[config.mk]
export PLATFORM = sky130hd
export DESIGN_NAME = cp0_exception_ctrl
export DESIGN_NICKNAME = d
export VERILOG_FILES = /design/src/rtl/cp0_exception_ctrl.sv
export SDC_FILE = /design/constraint.sdc
export NUM_CORES = 1
export LEC_CHECK = 0
export BUFFER_PORTS_ARGS = -buffer_cell sky130_fd_sc_hd__buf_4
export CORE_AREA = 3 3 92 94
export DETAILED_ROUTE_END_ITERATION = 10
export DIE_AREA = 0 0 95 97
export PLACE_DENSITY_LB_ADDON = 0.08
export SETUP_SLACK_MARGIN = 0.3
export SYNTH_ARGS = -nofsm -noshare
export SYNTH_HDL_FRONTEND = slang
export SYNTH_SLANG_ARGS = --single-unit
[constraint.sdc]
create_clock -name clk -period 2.24 [get_ports clk]
set_input_delay 0.56 -clock clk [delete_from_list [all_inputs] [get_ports clk]]
set_output_delay 0.56 -clock clk [all_outputs]
set_load 0.05 [all_outputs]
[src/rtl/cp0_exception_ctrl.sv]
// Coprocessor-0 exception controller for the five-stage MIPS core.
//
// Purpose:
//   Decides whether the instruction in M, or a pending hardware interrupt,
//   causes an exception. When one is taken, it raises a one-cycle
//   flush/redirect request. It also holds the CP0 registers SR (12),
//   Cause (13), EPC (14) and PRId (15), and serves mfc0, mtc0 and eret.
//
// Ports:
//   clk        system clock, rising edge
//   reset      asynchronous active-high reset
//   PC_M       PC of the instruction in M
//   ExcCode_M  exception code of the M instruction (0 = none)
//   BD_M       M instruction sits in a branch delay slot
//   HWInt      external interrupt lines
//   CP0Addr    register select for mfc0/mtc0
//   CP0WD      mtc0 write data
//   CP0WE      mtc0 write enable
//   EXLClr     eret in M
//   CP0RD      mfc0 read data (combinational)
//   EPCOut     current EPC, used as the eret target
//   Req        take exception: flush F..M and redirect to ExcPC
//   ExcPC      exception handler entry address
module cp0_exception_ctrl #(
    parameter logic [31:0] HANDLER_ADDR = 32'h0000_4180,
    parameter logic [31:0] PRID_VALUE   = 32'h4255_4141
) (
    input  logic        clk,
    input  logic        reset,
    input  logic [31:0] PC_M,
    input  logic [4:0]  ExcCode_M,
    input  logic        BD_M,
    input  logic [5:0]  HWInt,
    input  logic [4:0]  CP0Addr,
    input  logic [31:0] CP0WD,
    input  logic        CP0WE,
    input  logic        EXLClr,
    output logic [31:0] CP0RD,
    output logic [31:0] EPCOut,
    output logic        Req,
    output logic [31:0] ExcPC
);

    localparam logic [4:0] ADDR_SR    = 5'd12;
    localparam logic [4:0] ADDR_CAUSE = 5'd13;
    localparam logic [4:0] ADDR_EPC   = 5'd14;
    localparam logic [4:0] ADDR_PRID  = 5'd15;

    // SR fields
    logic [5:0]  im_q, im_d;
    logic        exl_q, exl_d;
    logic        ie_q, ie_d;
    // Cause fields
    logic        bd_q, bd_d;
    logic [5:0]  ip_q, ip_d;
    logic [4:0]  exccode_q, exccode_d;
    // EPC
    logic [31:0] epc_q, epc_d;

    logic        int_req;
    logic        exc_req;
    logic        take_exc;

    assign int_req  = (|(HWInt & im_q)) & ie_q & ~exl_q;
    assign exc_req  = (ExcCode_M != 5'd0) & ~exl_q;
    // Registers are already cleared while reset is high, but ExcCode_M may
    // still be nonzero, so the request is gated explicitly.
    assign take_exc = (int_req | exc_req) & ~reset;

    assign Req    = take_exc;
    assign ExcPC  = HANDLER_ADDR;
    assign EPCOut = epc_q;

    always_comb begin
        im_d      = im_q;
        exl_d     = exl_q;
        ie_d      = ie_q;
        bd_d      = bd_q;
        exccode_d = exccode_q;
        epc_d     = epc_q;
        // IP samples the interrupt lines on every edge, whatever else happens.
        ip_d      = HWInt;

        if (take_exc) begin
            // The flushed M instruction loses its own mtc0/eret side effects.
            exl_d     = 1'b1;
            exccode_d = int_req ? 5'd0 : ExcCode_M;
            bd_d      = BD_M;
            epc_d     = BD_M ? (PC_M - 32'd4) : PC_M;
        end else begin
            if (CP0WE) begin
                case (CP0Addr)
                    ADDR_SR: begin
                        im_d  = CP0WD[15:10];
                        exl_d = CP0WD[1];
                        ie_d  = CP0WD[0];
                    end
                    ADDR_EPC: epc_d = CP0WD;
                    default: ;
                endcase
            end
            // eret takes effect after a same-cycle SR write.
            if (EXLClr) begin
                exl_d = 1'b0;
            end
        end
    end

    always_ff @(posedge clk or posedge reset) begin
        if (reset) begin
            im_q      <= '0;
            exl_q     <= 1'b0;
            ie_q      <= 1'b0;
            bd_q      <= 1'b0;
            ip_q      <= '0;
            exccode_q <= '0;
            epc_q     <= '0;
        end else begin
            im_q      <= im_d;
            exl_q     <= exl_d;
            ie_q      <= ie_d;
            bd_q      <= bd_d;
            ip_q      <= ip_d;
            exccode_q <= exccode_d;
            epc_q     <= epc_d;
        end
    end

    always_comb begin
        CP0RD = 32'd0;
        case (CP0Addr)
            ADDR_SR:    CP0RD = {16'd0, im_q, 8'd0, exl_q, ie_q};
            ADDR_CAUSE: CP0RD = {bd_q, 15'd0, ip_q, 3'd0, exccode_q, 2'd0};
            ADDR_EPC:   CP0RD = epc_q;
            ADDR_PRID:  CP0RD = PRID_VALUE;
            default:    CP0RD = 32'd0;
        endcase
    end

endmodule

* Yosys cells after proc, flatten, opt, wreduce, memory -nomap -nowiden *
Index checks and enable logic that the tools add are counted.

storage, ports and cells
  flip-flop bits (word level) = 52
  input port bits = 85
  output and inout port bits = 97
  word-level logic and storage cells = 40

cells by class
  add/subtract/negate cells = 1
  equality and inequality tests = 4
  muxes and demuxes = 10
  bitwise gates (word level) = 9
  reductions and logical operators = 9

operators by type and width
  cell                     number
  $mux W32                 4
  $pmux W32 S4             1
  $sub A32 B3 Y32 const B  1
  $eq A5 B4 Y1 const B     4
  $and A6 B6 Y6            1
  $reduce_bool A3 Y1       2
  $reduce_or A6 Y1         1
  $mux W5                  1
  $reduce_bool A5 Y1       1
  $and A1 B1 Y1            4
  $mux W1                  4
  $reduce_and A2 Y1        2
  $reduce_bool A2 Y1       2
  $not A1 Y1               3
  $reduce_and A3 Y1        1
  $or A1 B1 Y1             1

* Logic depth before layout (Yosys ltp) *
  word-level depth = 8
  gate-level depth with buffers = 7
  depth with buffers taken out = 6

* Worst setup path after synthesis *
OpenSTA, ideal clock, no wires.

  path type = input-to-output
  from = in CP0Addr[0]
  to = out CP0RD[14]
  arrival time = 2.131 ns
  required time = 1.680 ns
  path slack = -0.451 ns
  stages on the path = 4
  path buffers = 1
  cell sequence = buf_1 > nand2b_1 > nor2_1 > nor3_1

between the ends
  longest elaborated chain between the ends = 2
  elaborated cells between the ends (all ways) = 5
  classes of those cells = 4 x eq/ne; 1 x mux

RTL lines
  element         RTL line  source
  from (decl)     34        input logic [4:0] CP0Addr,
  $eq A5 B4 Y1    131       case (CP0Addr)
  $pmux W32 S4 *  131
  to (decl)       38        output logic [31:0] CP0RD,

Mark *: on every way between the ends. The rest lies on a longest branch, timed or not.

* Final worst setup path *
  from = reg im_q[1]
  to = out Req

between the ends
  longest elaborated chain between the ends = 6

RTL lines
  element                     RTL line  source
  from (decl)                 50        logic [5:0] im_q, im_d;
  from (signal assigned)      119       im_q <= im_d;
  $and A6 B6 Y6               64        assign int_req = (|(HWInt & im_q)) & ie_q & ~exl_q;
  $reduce_or A6 Y1            64
  $and A1 B1 Y1 (2 in a row)  64
  $or A1 B1 Y1                68        assign take_exc = (int_req | exc_req) & ~reset;
  $and A1 B1 Y1               68
  to (decl)                   40        output logic Req,

No other way between the ends.

==> metrics.txt <==
async set-reset flop share out of synthesis=1.00; Final Skew=0.0130 ns; crit path cell chain=a22oi_2, a31oi_4, o21ai_4, inv_2, buf_6; most area-consuming cells after synthesis=dfrtp_1 37%, mux2i_1 17%, buf_4 6.8%; vias in the first global route=3,125; top_reg_cell synth=dfrtp_1; Seq cells post-synth=52; Initial Util=0.457; total CTS buffers=5; DRT Wirelength=11,400 um; worst rel slew slack=0.585; Fill cells=546; GRT Total Usage=0.224; Worst path slowest cell=dfrtp_1; DRC viols=0; crit path capture type=output pin; clock transition at the registers of the reported paths=0.11 ns; routed vias/inst=5.16; Top delay family on crit path=compound AO/OA/AOI/OAI gates; share of the synthesized area in the top cell type=0.368; drt first-iter violations=142; biggest area consumer among synthesized cells=dfrtp_1; final cell count without fillers=657; share of layout cells above drive strength 1=0.506; die area=9220 um^2; FP Rows=32; Core Util, Final=0.754; outcome=completed; Post-synth EDFFs=0; post-route ant nets=0; # clock sinks=52; CP bufs+invs=2; area of the core=7730 um^2; Die X=95 um; Worst-Margin Slew=0.622 ns; part of the cycle the worst path needs=0.936; Setup CP Type=reg2out; first-pass GRT wire length=16,300 um; leak pwr=2.86 nW; worst skew pair latency=0.31 ns; Area growth, synth to finish=64.7%; fin nets=640; Clock Root Buffer=clkbuf_8; Ports=182; Yosys warnings=0; clock buffer depth=2; sequential area share after synthesis=0.368; Synth Area per Inst=9.45 um^2; Mapped Area=3530 um^2; crit path max fanout=3; Final setup viols=0; hpwl dp=8200 um; Cell Pwr Density=632 nW/um^2; diode count=0; Hold Crit Class=in2async; via count=3,391; Final Hold Fails=0; first-pass iteration count of the detailed router=4; Syn Inst Count=374; minimum clock period=2.10 ns; H-tree levels=2; Worst Path Arrival=1.54 ns; Die Y=97 um; fmax=0.477 GHz; Req. time, crit path=1.68 ns; worst ir drop on vdd=0.000395 V; Max Cap Violations=0; CTS tree=built; CP peak stage delay=0.42 ns; Cell Count Post-Placement=628; Worst Setup Start Kind=register; largest net degree at the start of global routing=28; GR Overflow Total=0; DR WL/cell=17.3 um; Pins Over Slew Limit=0; Placer Congestion=0.866; RSZ-0062 raised after global routing=yes; Port Buffers=149; initial antenna violation count=0; count of different cell masters after synthesis=45
## report_power, final
group	switching, mW	leakage [nW]	internal (mW)
Combinational	1.14	2.19	0.645
Sequential	0.193	0.628	1.13
Clock	0.336	0.0452	0.229
## cells by family after synthesis
family,count (synthesis),synth area share
and+or+nand+nor,129,0.193
muxes,67,0.192
AOI/OAI and AO/OA,39,0.0687
DFF,52,0.368
other,2,0.00212
buffers and inverters,56,0.103
xor gates and xnor gates,28,0.0694
adders and majority gates,1,0.00354
## final timing paths
path,slack (ns),depth (start not counted),startpoint,end
max in group asynchronous,1.34,3,reset,EPCOut[20]
min reg2reg,0.54,1,exccode_q[1],exccode_q[1]
min,0.35,2,reset,exccode_q[1]
max,0.14,5,im_q[1],Req
min in group clk,0.36,1,HWInt[2],ip_q[2]
max reg2reg,0.37,8,im_q[1],im_q[1]
## Yosys cell counts (2+ instances only)
cell type  count
buf_2          3
nand2b_1       3
nand3b_1       2
nand4_1        2
o21ai_0       14
nand2_1       26
a22o_1         5
clkbuf_1      10
nor3_1        15
buf_8          2
or4b_4         2
nand3_1        4
xor2_1         8
conb_1         2
nor2b_1        3
mux2_2         7
mux2i_1       60
inv_1          6
a22oi_1        8
xnor2_1       20
nor4_1         5
nor2_1        45
a21oi_1        7
dfrtp_1       52
buf_1          2
buf_4         32
and3_1        11
## flip-flops by register name (all words and copies together) (netlist names)
signal,cells
bd_q,1
exl_q,1
ip_q,6
ie_q,1
EPCOut,32
exccode_q,5
im_q,6
## metrics by stage
step	TNS [ns]	cell area [um^2]	hold slack, ns	setup slack (ns)	power, mW
final	0	5820	0.346	0.144	3.68
after global routing	0	5820	0.356	0.0629	3.85
after CTS	0	5400	0.352	0.165	3.61
after detailed placement	-0.400	5000	0.496	-0.0766	2.96
after global placement	-0.00947	5000	0.492	-0.00947	2.94
after floorplan	0	3930	0.447	0.173	2.44
## worst reg2reg max path, cell delays in order, from the launching register on
cell and delay [ns]:
dfrtp_1 0.42, a22oi_2 0.25, a31oi_4 0.15, o21ai_4 0.18, buf_4 0.14, buf_4 0.13, nand2b_1 0.07, buf_4 0.16
mux2_2 0.26
## what timing repair did
| action | CTS | global route |
|---|---|---|
| pin swaps | 9 | 21 |
| hold buffers | 0 | 0 |
| gates cloned | 0 | 5 |
| setup endpoints to repair | 41 | 49 |
| setup buffers | 10 | 6 |
| gates resized for setup | 50 | 61 |
## layer usage
layer / vias to the layer above / part of all wire / global-route usage
li1: 1598 / - / -
met3: 20 / 0.054 / 0.0365
met5: - / 0 / 0
met2: 129 / 0.51 / 0.376
met4: 0 / 0.022 / 0.0455
met1: 1644 / 0.42 / 0.301
## layout by cell type, fill, tap and decap left out, types with 19 or more instances in the layout
master	netlist	final
buf_4	32	138
buf_6	1	21
buf_8	2	21
conb_1	2	32
dfrtp_1	52	52
mux2i_1	60	59
nand2_1	26	23
nor2_1	45	24
nor2_4	0	19
xnor2_1	20	20
## area by class of cell
cell class	instances	area, um^2	share of cell area
clock inverter	3	25.0	0.00430
tap	102	128	0.0219
clock buffer	5	68.8	0.0118
timing repair buffer	193	1870	0.321
sequential	52	1300	0.223
multi-input combinational	296	2410	0.414
inverter	6	22.5	0.00387
(Power assumes the default switching activity.)
